**config.mk**
```make
export PLATFORM = sky130hd
export DESIGN_NAME = foc_sequencer
export DESIGN_NICKNAME = d
export VERILOG_FILES = /design/src/rtl/foc_sequencer.sv
export SDC_FILE = /design/constraint.sdc
export NUM_CORES = 1
export LEC_CHECK = 0
export BUFFER_PORTS_ARGS = -buffer_cell sky130_fd_sc_hd__buf_2
export CAP_MARGIN = 25
export CORE_ASPECT_RATIO = 0.8
export CORE_MARGIN = 3
export CORE_UTILIZATION = 57
export CTS_CLUSTER_DIAMETER = 60
export CTS_CLUSTER_SIZE = 12
export DETAILED_ROUTE_END_ITERATION = 12
export PLACE_DENSITY = 0.83
export SLEW_MARGIN = 20
export SYNTH_ARGS = -nofsm -noshare
export SYNTH_HDL_FRONTEND = slang
export SYNTH_SLANG_ARGS = --single-unit
export TNS_END_PERCENT = 50
```
**constraint.sdc**
```tcl
create_clock -name clk -period 2.8 [get_ports clk]
set_input_delay 0.14 -clock clk [delete_from_list [all_inputs] [get_ports clk]]
set_output_delay 0.14 -clock clk [all_outputs]
set_load 0.03 [all_outputs]
```
**src/rtl/foc_sequencer.sv**
```systemverilog
// foc_sequencer: per-PWM-period scheduler for the FOC datapath.
// Each accepted sync pulse runs one pass through NUM_STAGES transform
// stages (clarke, park, PI, inverse park), issuing a one-cycle start to each
// stage and waiting for its done, then pulses update to the PWM/SVM block.
// Stage timeouts park the sequencer in FAULT; syncs that arrive while an
// iteration is in flight are dropped and flagged as overrun.
// Optional build macro FOC_LATENCY_MON_EN adds a max_latency output that
// records the longest sync-to-update time seen.

module foc_sequencer #(
   parameter int NUM_STAGES  = 4,
   parameter int TIMEOUT_CYC = 64,
   parameter int CNT_WIDTH   = 16,
   localparam int IDX_W      = $clog2(NUM_STAGES)
) (
   input  logic                  clk,
   input  logic                  rstb,
   input  logic                  enable,
   input  logic                  sync,
   input  logic [NUM_STAGES-1:0] stage_done,
   input  logic                  clear_fault,
   output logic [NUM_STAGES-1:0] stage_start,
   output logic                  update,
   output logic                  busy,
   output logic                  fault,
   output logic [IDX_W-1:0]      fault_stage,
   output logic                  overrun,
   output logic [CNT_WIDTH-1:0]  iter_count
`ifdef FOC_LATENCY_MON_EN
   ,
   output logic [15:0]           max_latency
`endif
);

   // The timer only has to count up to TIMEOUT_CYC-2; the fault is taken on
   // the wait cycle that would make it reach TIMEOUT_CYC-1, so FAULT appears
   // exactly TIMEOUT_CYC cycles after the start pulse of a silent stage.
   localparam int TMR_W = (TIMEOUT_CYC > 2) ? $clog2(TIMEOUT_CYC) : 1;
   localparam logic [TMR_W-1:0] TIMER_LAST = TMR_W'(TIMEOUT_CYC - 2);
   localparam logic [IDX_W-1:0] IDX_LAST   = IDX_W'(NUM_STAGES - 1);

   typedef enum logic [2:0] {
      IDLE,
      ISSUE,
      WAIT,
      COMMIT,
      FAULT
   } state_t;

   state_t           state_q, state_d;
   logic [IDX_W-1:0] idx_q, idx_d;
   logic [TMR_W-1:0] timer_q, timer_d;
   logic             fault_set;

   // State, stage index and wait timer registers.
   always_ff @(posedge clk or negedge rstb) begin
      if (!rstb) begin
         state_q <= IDLE;
         idx_q   <= '0;
         timer_q <= '0;
      end else begin
         state_q <= state_d;
         idx_q   <= idx_d;
         timer_q <= timer_d;
      end
   end

   // Next-state logic and outputs decoded purely from the registered state.
   always_comb begin
      state_d     = state_q;
      idx_d       = idx_q;
      timer_d     = timer_q;
      fault_set   = 1'b0;
      stage_start = '0;
      update      = 1'b0;
      busy        = 1'b0;
      fault       = 1'b0;

      case (state_q)
         IDLE: begin
            if (sync && enable) begin
               state_d = ISSUE;
               idx_d   = '0;
            end
         end

         ISSUE: begin
            for (int i = 0; i < NUM_STAGES; i++) begin
               stage_start[i] = (idx_q == IDX_W'(i));
            end
            busy    = 1'b1;
            timer_d = '0;
            state_d = WAIT;
         end

         WAIT: begin
            busy = 1'b1;
            if (stage_done[idx_q]) begin
               if (idx_q == IDX_LAST) begin
                  state_d = COMMIT;
               end else begin
                  idx_d   = idx_q + 1'b1;
                  state_d = ISSUE;
               end
            end else if (timer_q == TIMER_LAST) begin
               state_d   = FAULT;
               fault_set = 1'b1;
            end else begin
               timer_d = timer_q + 1'b1;
            end
         end

         COMMIT: begin
            update = 1'b1;
            busy   = 1'b1;
            if (sync && enable) begin
               state_d = ISSUE;
               idx_d   = '0;
            end else begin
               state_d = IDLE;
            end
         end

         FAULT: begin
            fault = 1'b1;
            if (clear_fault) begin
               state_d = IDLE;
            end
         end

         default: begin
            state_d = IDLE;
         end
      endcase
   end

   // Remember which stage timed out; the value survives clear_fault.
   always_ff @(posedge clk or negedge rstb) begin
      if (!rstb) begin
         fault_stage <= '0;
      end else if (fault_set) begin
         fault_stage <= idx_q;
      end
   end

   // Sticky overrun: a sync during ISSUE/WAIT is dropped and flagged.
   always_ff @(posedge clk or negedge rstb) begin
      if (!rstb) begin
         overrun <= 1'b0;
      end else begin
         if (clear_fault) begin
            overrun <= 1'b0;
         end
         if (sync && ((state_q == ISSUE) || (state_q == WAIT))) begin
            overrun <= 1'b1;
         end
      end
   end

   // Completed-iteration counter, wraps naturally at 2^CNT_WIDTH.
   always_ff @(posedge clk or negedge rstb) begin
      if (!rstb) begin
         iter_count <= '0;
      end else if (state_q == COMMIT) begin
         iter_count <= iter_count + 1'b1;
      end
   end

`ifdef FOC_LATENCY_MON_EN
   logic        iter_start;
   logic [15:0] lat_cnt_q;
   logic [16:0] lat_sum;
   logic [15:0] lat_next;

   assign iter_start = sync && enable && ((state_q == IDLE) || (state_q == COMMIT));
   assign lat_sum    = {1'b0, lat_cnt_q} + 17'd1;
   assign lat_next   = lat_sum[16] ? 16'hFFFF : lat_sum[15:0];

   // Saturating cycle counter restarted by every accepted sync.
   always_ff @(posedge clk or negedge rstb) begin
      if (!rstb) begin
         lat_cnt_q <= '0;
      end else if (iter_start) begin
         lat_cnt_q <= '0;
      end else begin
         lat_cnt_q <= lat_next;
      end
   end

   // Track the worst sync-to-update latency; clear_fault zeroes it.
   always_ff @(posedge clk or negedge rstb) begin
      if (!rstb) begin
         max_latency <= '0;
      end else if (clear_fault) begin
         max_latency <= '0;
      end else if ((state_q == COMMIT) && (lat_next > max_latency)) begin
         max_latency <= lat_next;
      end
   end
`endif

endmodule

```
; ---- Yosys cells after proc, flatten, opt, wreduce, memory -nomap -nowiden
; Index checks and enable logic that the tools add are counted.
[totals]
ff_bits = 30
input_bits = 9
output_inout_bits = 26
wordCells = 64
[op_classes]
n_addsub = 3
n_lt_le_gt_ge = 1
eq_ne = 16
muxes = 25
reduce_logical = 13
[op_table]
columns = op, n
row1 = 16-bit by 1-bit adder with 16-bit output (second input constant), 1
row2 = 3-bit one-hot mux with 5 select lines, 1
row3 = 3-bit 2-to-1 mux, 4
row4 = 6-bit 2-to-1 mux, 2
row5 = 2-bit inequality test (second input constant), 6
row6 = 6-bit one-hot mux with 2 select lines, 1
row7 = 1-bit 2-to-1 mux, 10
row8 = 2-bit 2-to-1 mux, 4
row9 = 6-bit by 1-bit adder with 6-bit output (second input constant), 1
row10 = 3-bit by 2-bit == test with 1-bit output (second input constant), 2
row11 = 6-bit == test (second input constant), 1
row12 = 3-bit AND reduction, 2
row13 = 2-bit nonzero test, 3
row14 = 2-bit == test (second input constant), 2
row15 = 4-bit 2-to-1 mux, 1
row16 = 2-bit one-hot mux with 2 select lines, 1
row17 = 4-bit AND reduction, 1
row18 = 3-bit by 1-bit == test with 1-bit output (second input constant), 1
row19 = 3-bit == test (second input constant), 1
row20 = 3-bit zero test, 1
row21 = 2-bit by 3-bit < comparator with 1-bit output (second input constant), 1
row22 = 3-bit inequality test (second input constant), 1
row23 = 3-bit OR reduction, 1
row24 = 2-bit by 1-bit adder with 2-bit output (second input constant), 1
row25 = 7 further kinds, 8

; ---- Depth between registers and ports, before layout
[logic_depth]
depth_word = 4
ltp_mapped = 6
ltp_nobuf = 6

; ---- Worst setup path after synthesis
; No wires, ideal clock.
[synth_timing]
kind = register to register
from = register idx_q[0]
to = register fault_stage[0]
setup_time_ps = 128
arrival_time_ps = 1623
required_ps = 2672
setup_slack_ps = 1049
stages_incl_launch_ff = 5
n_path_buf = 0
period_less_slack_ps = 1751
path_cell_list = dfrtp_1 mux4_2 nor2_4 nand4b_2 mux2_1
[synth_via]
elab_chain_len = 4
[synth_lines]
columns = item, line
row1 = "start, declared", 51  ; logic [IDX_W-1:0] idx_q, idx_d;
row2 = "start signal, assigned", 63  ; idx_q <= idx_d;
row3 = 1-bit binary-select mux with 2-bit select, 98  ; if (stage_done[idx_q]) begin
row4 = 1-bit 2-to-1 mux (not written as such), 98
row5 = 1-bit 2-to-1 mux, 98
row6 = 1-bit 2-to-1 mux, 79  ; case (state_q)
row7 = "end signal, assigned", 142  ; fault_stage <= idx_q;
row8 = "end, declared", 26  ; output logic [IDX_W-1:0] fault_stage,
; Several ways; a longest one is shown, not always the timed one. The select of a mux whose other input is x is not followed.
; A chain may end at the register's enable or synchronous reset.

; ---- Final worst setup path
; Ends and elaborated chain as after synthesis.

==> impl_metrics.yaml <==
floorplan:
  floorplan.die.height_um: 53.7
  placement_rows: 16
  fp.coreArea_um2: 2580
  dieArea_um2: 3520
  die-width_um: 65.6
  start_util_pct: 62.7
  ioPinCount: 35
cells_and_area:
  final_nets: 211
  n_fill_cell: 199
  sequential_cell_area_um2: 751
  layout-area-overhead-vs-synth_pct: 17.2
  final-instance-count-excl-fill: 232
  multi_input_area_um2: 822
  mostFrequentLayoutCells: "34 x sky130_fd_sc_hd__buf_2, 30 x sky130_fd_sc_hd__dfrtp_1, 12 x sky130_fd_sc_hd__nand2_1"
  antenna_cell_count: 0
  layout_commonest_cell: "sky130_fd_sc_hd__buf_2"
  post_route_cells_drive_above_1_share_pct: 25.5
grt:
  grt_overflow: 0
  grt_pass1_wl_um: 6130
  grt_pass1_vias: 1273
  grtUsageTotal_pct: 24.0
  grt_max_degree: 31
  grt_antenna_before_repair: 0
synthesis:
  synth-seq-area-share_pct: 46.4
  yosysWarnings: 0
  syn-instance-count: 156
  synth.net_count: 172
  mean_cell_area_of_the_mapped_netlist_um2: 10.4
  synth_flop_cell: "sky130_fd_sc_hd__dfrtp_1"
  synth_cell_type_count: 42
  synth-edff-count: 0
  yosys_register_bits: 30
  mappedNetlistArea_um2: 1620
  postSynth.asyncResetShare_pct: 100
worst_setup_path:
  max_stage_delay_ns: 0.66
  crit_path_top_delay_cell: "sky130_fd_sc_hd__mux4_2"
  cp.buffers_inverters: 0
  critical_path_peak_fanout: 8
  worstSetupEndpointType: "flip-flop"
  startpoint_type: "flip-flop"
  cp_data_arrival_time_ns: 2.16
  startpoint_to_endpoint_class_of_the_critical_path: "flip-flop to flip-flop"
  critPathRequiredTime_ns: 3.02
  cpLargestDelayFamily: "multiplexers"
  path_cells: "mux4_2 > nor2_4 > nand4b_2 > mux2_1"
cts:
  cell_chosen_for_the_clock_root: "sky130_fd_sc_hd__clkbuf_4"
  cts.sinks: 30
  clkLatencyLatePin_ns: 0.35
  clock_edge_transition_at_the_registers_on_the_reported_setup_and_hold_paths_ns: 0.09
  cts_made_buffers: 5
  tritoncts: "yes"
  cts_htree_levels: 2
  number_of_buffers_between_clock_root_and_the_deepest_sink: 2
  cts_post_setup_buffers_inserted: 0
timing:
  slew_violations: 0
  final.setup.tns_ns: 0
  maxSlewHeadroom_pct: 56.8
  max_freq_mhz: 518
  setup_viol: 0
  fin_crit_share_pct: 69.0
  timing.final.crit_period_ns: 1.93
  timing.clock.skew_ns: 0.0115
  final_report_hold_violation_count: 0
  rsz0062_at_grt: "false"
  timing_worst_slew_pin_value_ns: 0.648
pwr:
  power_density_normalized_to_cell_area_nw_per_um2: 758
  max-vdd-ir-drop_uv: 545
  power_frac_clock_pct: 19.3
  switching_part_of_the_total_power_pct: 42.6
  cell_internal_pwr_mw: 0.826
  power_frac_comb_pct: 38.6
  net-switching-power_mw: 0.613
  power.sequential.fraction_pct: 42.1
  p_leak_nw: 1.00
drt:
  remaining_number_of_nets_flagged_by_the_antenna_check_after_routing: 0
  postRouteWirelength_um: 3630
  detailedRoute.firstIterationViolations: 120
  post-route-drc-count: 0
  detailedRoute.firstPassIterationCount: 4
  routed_wire_length_per_instance_um: 15.7
  via_count: 1323
  viasPerCell: 5.70
outcome:
  result_of_the_run: "completed"
place:
  buffer_ports.inserted: 34
  gp_routability_congestion: 0.896
  dp.cells: 222
  dpl.hpwl_um: 2670
min_path:
  timing.hold.worst.class: "input port to flip-flop"
job:
  timing.max_cap.violations: 0
-- logic make-up (layout without fill, tap and decap cells) --
family / Yosys count / after routing / share of synthesized area, %
AOI/OAI and AO/OA: 24 / 24 / 10.4
xor gates and xnor gates: 15 / 15 / 8.11
adders and majority gates: 7 / 7 / 5.41
buffers and inverters: 12 / 52 / 2.86
DFF: 30 / 30 / 46.4
muxes: 5 / 5 / 4.10
and+or+nand+nor: 63 / 63 / 22.8
-- final cells by class --
| class | instances | area share, % |
|---|---|---|
| Multi-Input combinational cell | 114 | 43.3 |
| Sequential cell | 30 | 39.6 |
| Timing Repair Buffer | 36 | 10.0 |
| Clock buffer | 7 | 2.90 |
| Tap cell | 36 | 2.37 |
| Inverter | 8 | 1.58 |
| Clock inverter | 1 | 0.264 |
-- tightest hold or removal path, stage by stage --
cell and delay (ns):
sky130_fd_sc_hd__buf_2 0.10, sky130_fd_sc_hd__nand4_1 0.09, sky130_fd_sc_hd__a21oi_1 0.07
-- timing repair --
item | 4_1_cts | 5_1_grt
hold buffers | 2 | 0
resized for setup | 0 | 0
endpoints found under the hold margin | 32 | 0
-- through the flow --
step / setup slack, ns / total power [mW] / util (%) / instance area (um^2) / hold slack, ns
detailed placement: 0.875 / 1.16 / 70.4 / 1820 / 0.209
CTS: 0.855 / 1.44 / 73.5 / 1900 / 0.0838
floorplan: 1.05 / 0.997 / - / 1620 / -0.156
global route: 0.761 / 1.54 / 73.5 / 1900 / 0.0836
global placement: 0.976 / 1.13 / 70.4 / 1820 / 0.202
finish: 0.868 / 1.44 / 73.5 / 1900 / 0.0972
-- metal layers --
| metal | track usage, % | wire length, um |
|---|---|---|
| met1 | 32.0 | 1650 |
| met2 | 36.8 | 1710 |
| met3 | 6.68 | 218 |
| met4 | 11.4 | 63 |
| met5 | 0 | 0 |
-- power by group through the flow --
stage,Clock (mW),Combinational (mW),Sequential (mW)
2_1_floorplan,0,0.347,0.651
3_3_place_gp,0,0.525,0.603
3_5_place_dp,0,0.551,0.612
4_1_cts,0.284,0.557,0.604
5_1_grt,0.307,0.612,0.620
6_report,0.278,0.555,0.606
-- synth_stat cells, drive strengths merged, types with 3 or more instances --
| library cell | n | area (um^2) |
|---|---|---|
| o21ai | 4 | 20.0 |
| and4 | 4 | 35.0 |
| mux2 | 3 | 33.8 |
| dfrtp | 30 | 751 |
| nand4 | 5 | 31.3 |
| nor2 | 7 | 33.8 |
| nand3 | 6 | 30.0 |
| xor2 | 7 | 61.3 |
| nand2b | 3 | 18.8 |
| xnor2 | 8 | 70.1 |
| ha | 7 | 87.6 |
| a21oi | 5 | 25.0 |
| inv | 8 | 30.0 |
| and2 | 6 | 37.5 |
| and3 | 4 | 25.0 |
| clkbuf | 3 | 11.3 |
| nand2 | 12 | 45.0 |
| nor3 | 5 | 25.0 |
| nor2b | 3 | 18.8 |
-- registers in the layout, summed over array words and instances (netlist names) --
signal and count:
overrun 1, timer_q 6, fault_stage 2, idx_q 2, iter_count 16, state_q 3
-- final timing paths --
| check | startpoint | to | slack [ns] | depth (start not counted) |
|---|---|---|---|---|
| max in group asynchronous | rstb | iter_count[1]$_DFFE_PN0N_ | 2.03 | 2 |
| min reg2reg | iter_count[15]$_DFFE_PN0N_ | iter_count[15]$_DFFE_PN0N_ | 0.48 | 1 |
| max reg2reg | idx_q[0]$_DFFE_PN0P_ | fault_stage[0]$_DFFE_PN0P_ | 0.87 | 4 |
| min | enable | state_q[0]$_DFFE_PN0P_ | 0.1 | 3 |
| max | idx_q[0]$_DFFE_PN0P_ | fault_stage[0]$_DFFE_PN0P_ | 0.87 | 4 |
| min in group asynchronous | rstb | iter_count[9]$_DFFE_PN0N_ | 0.34 | 2 |
Note: power is estimated with default switching activity, not from simulation.
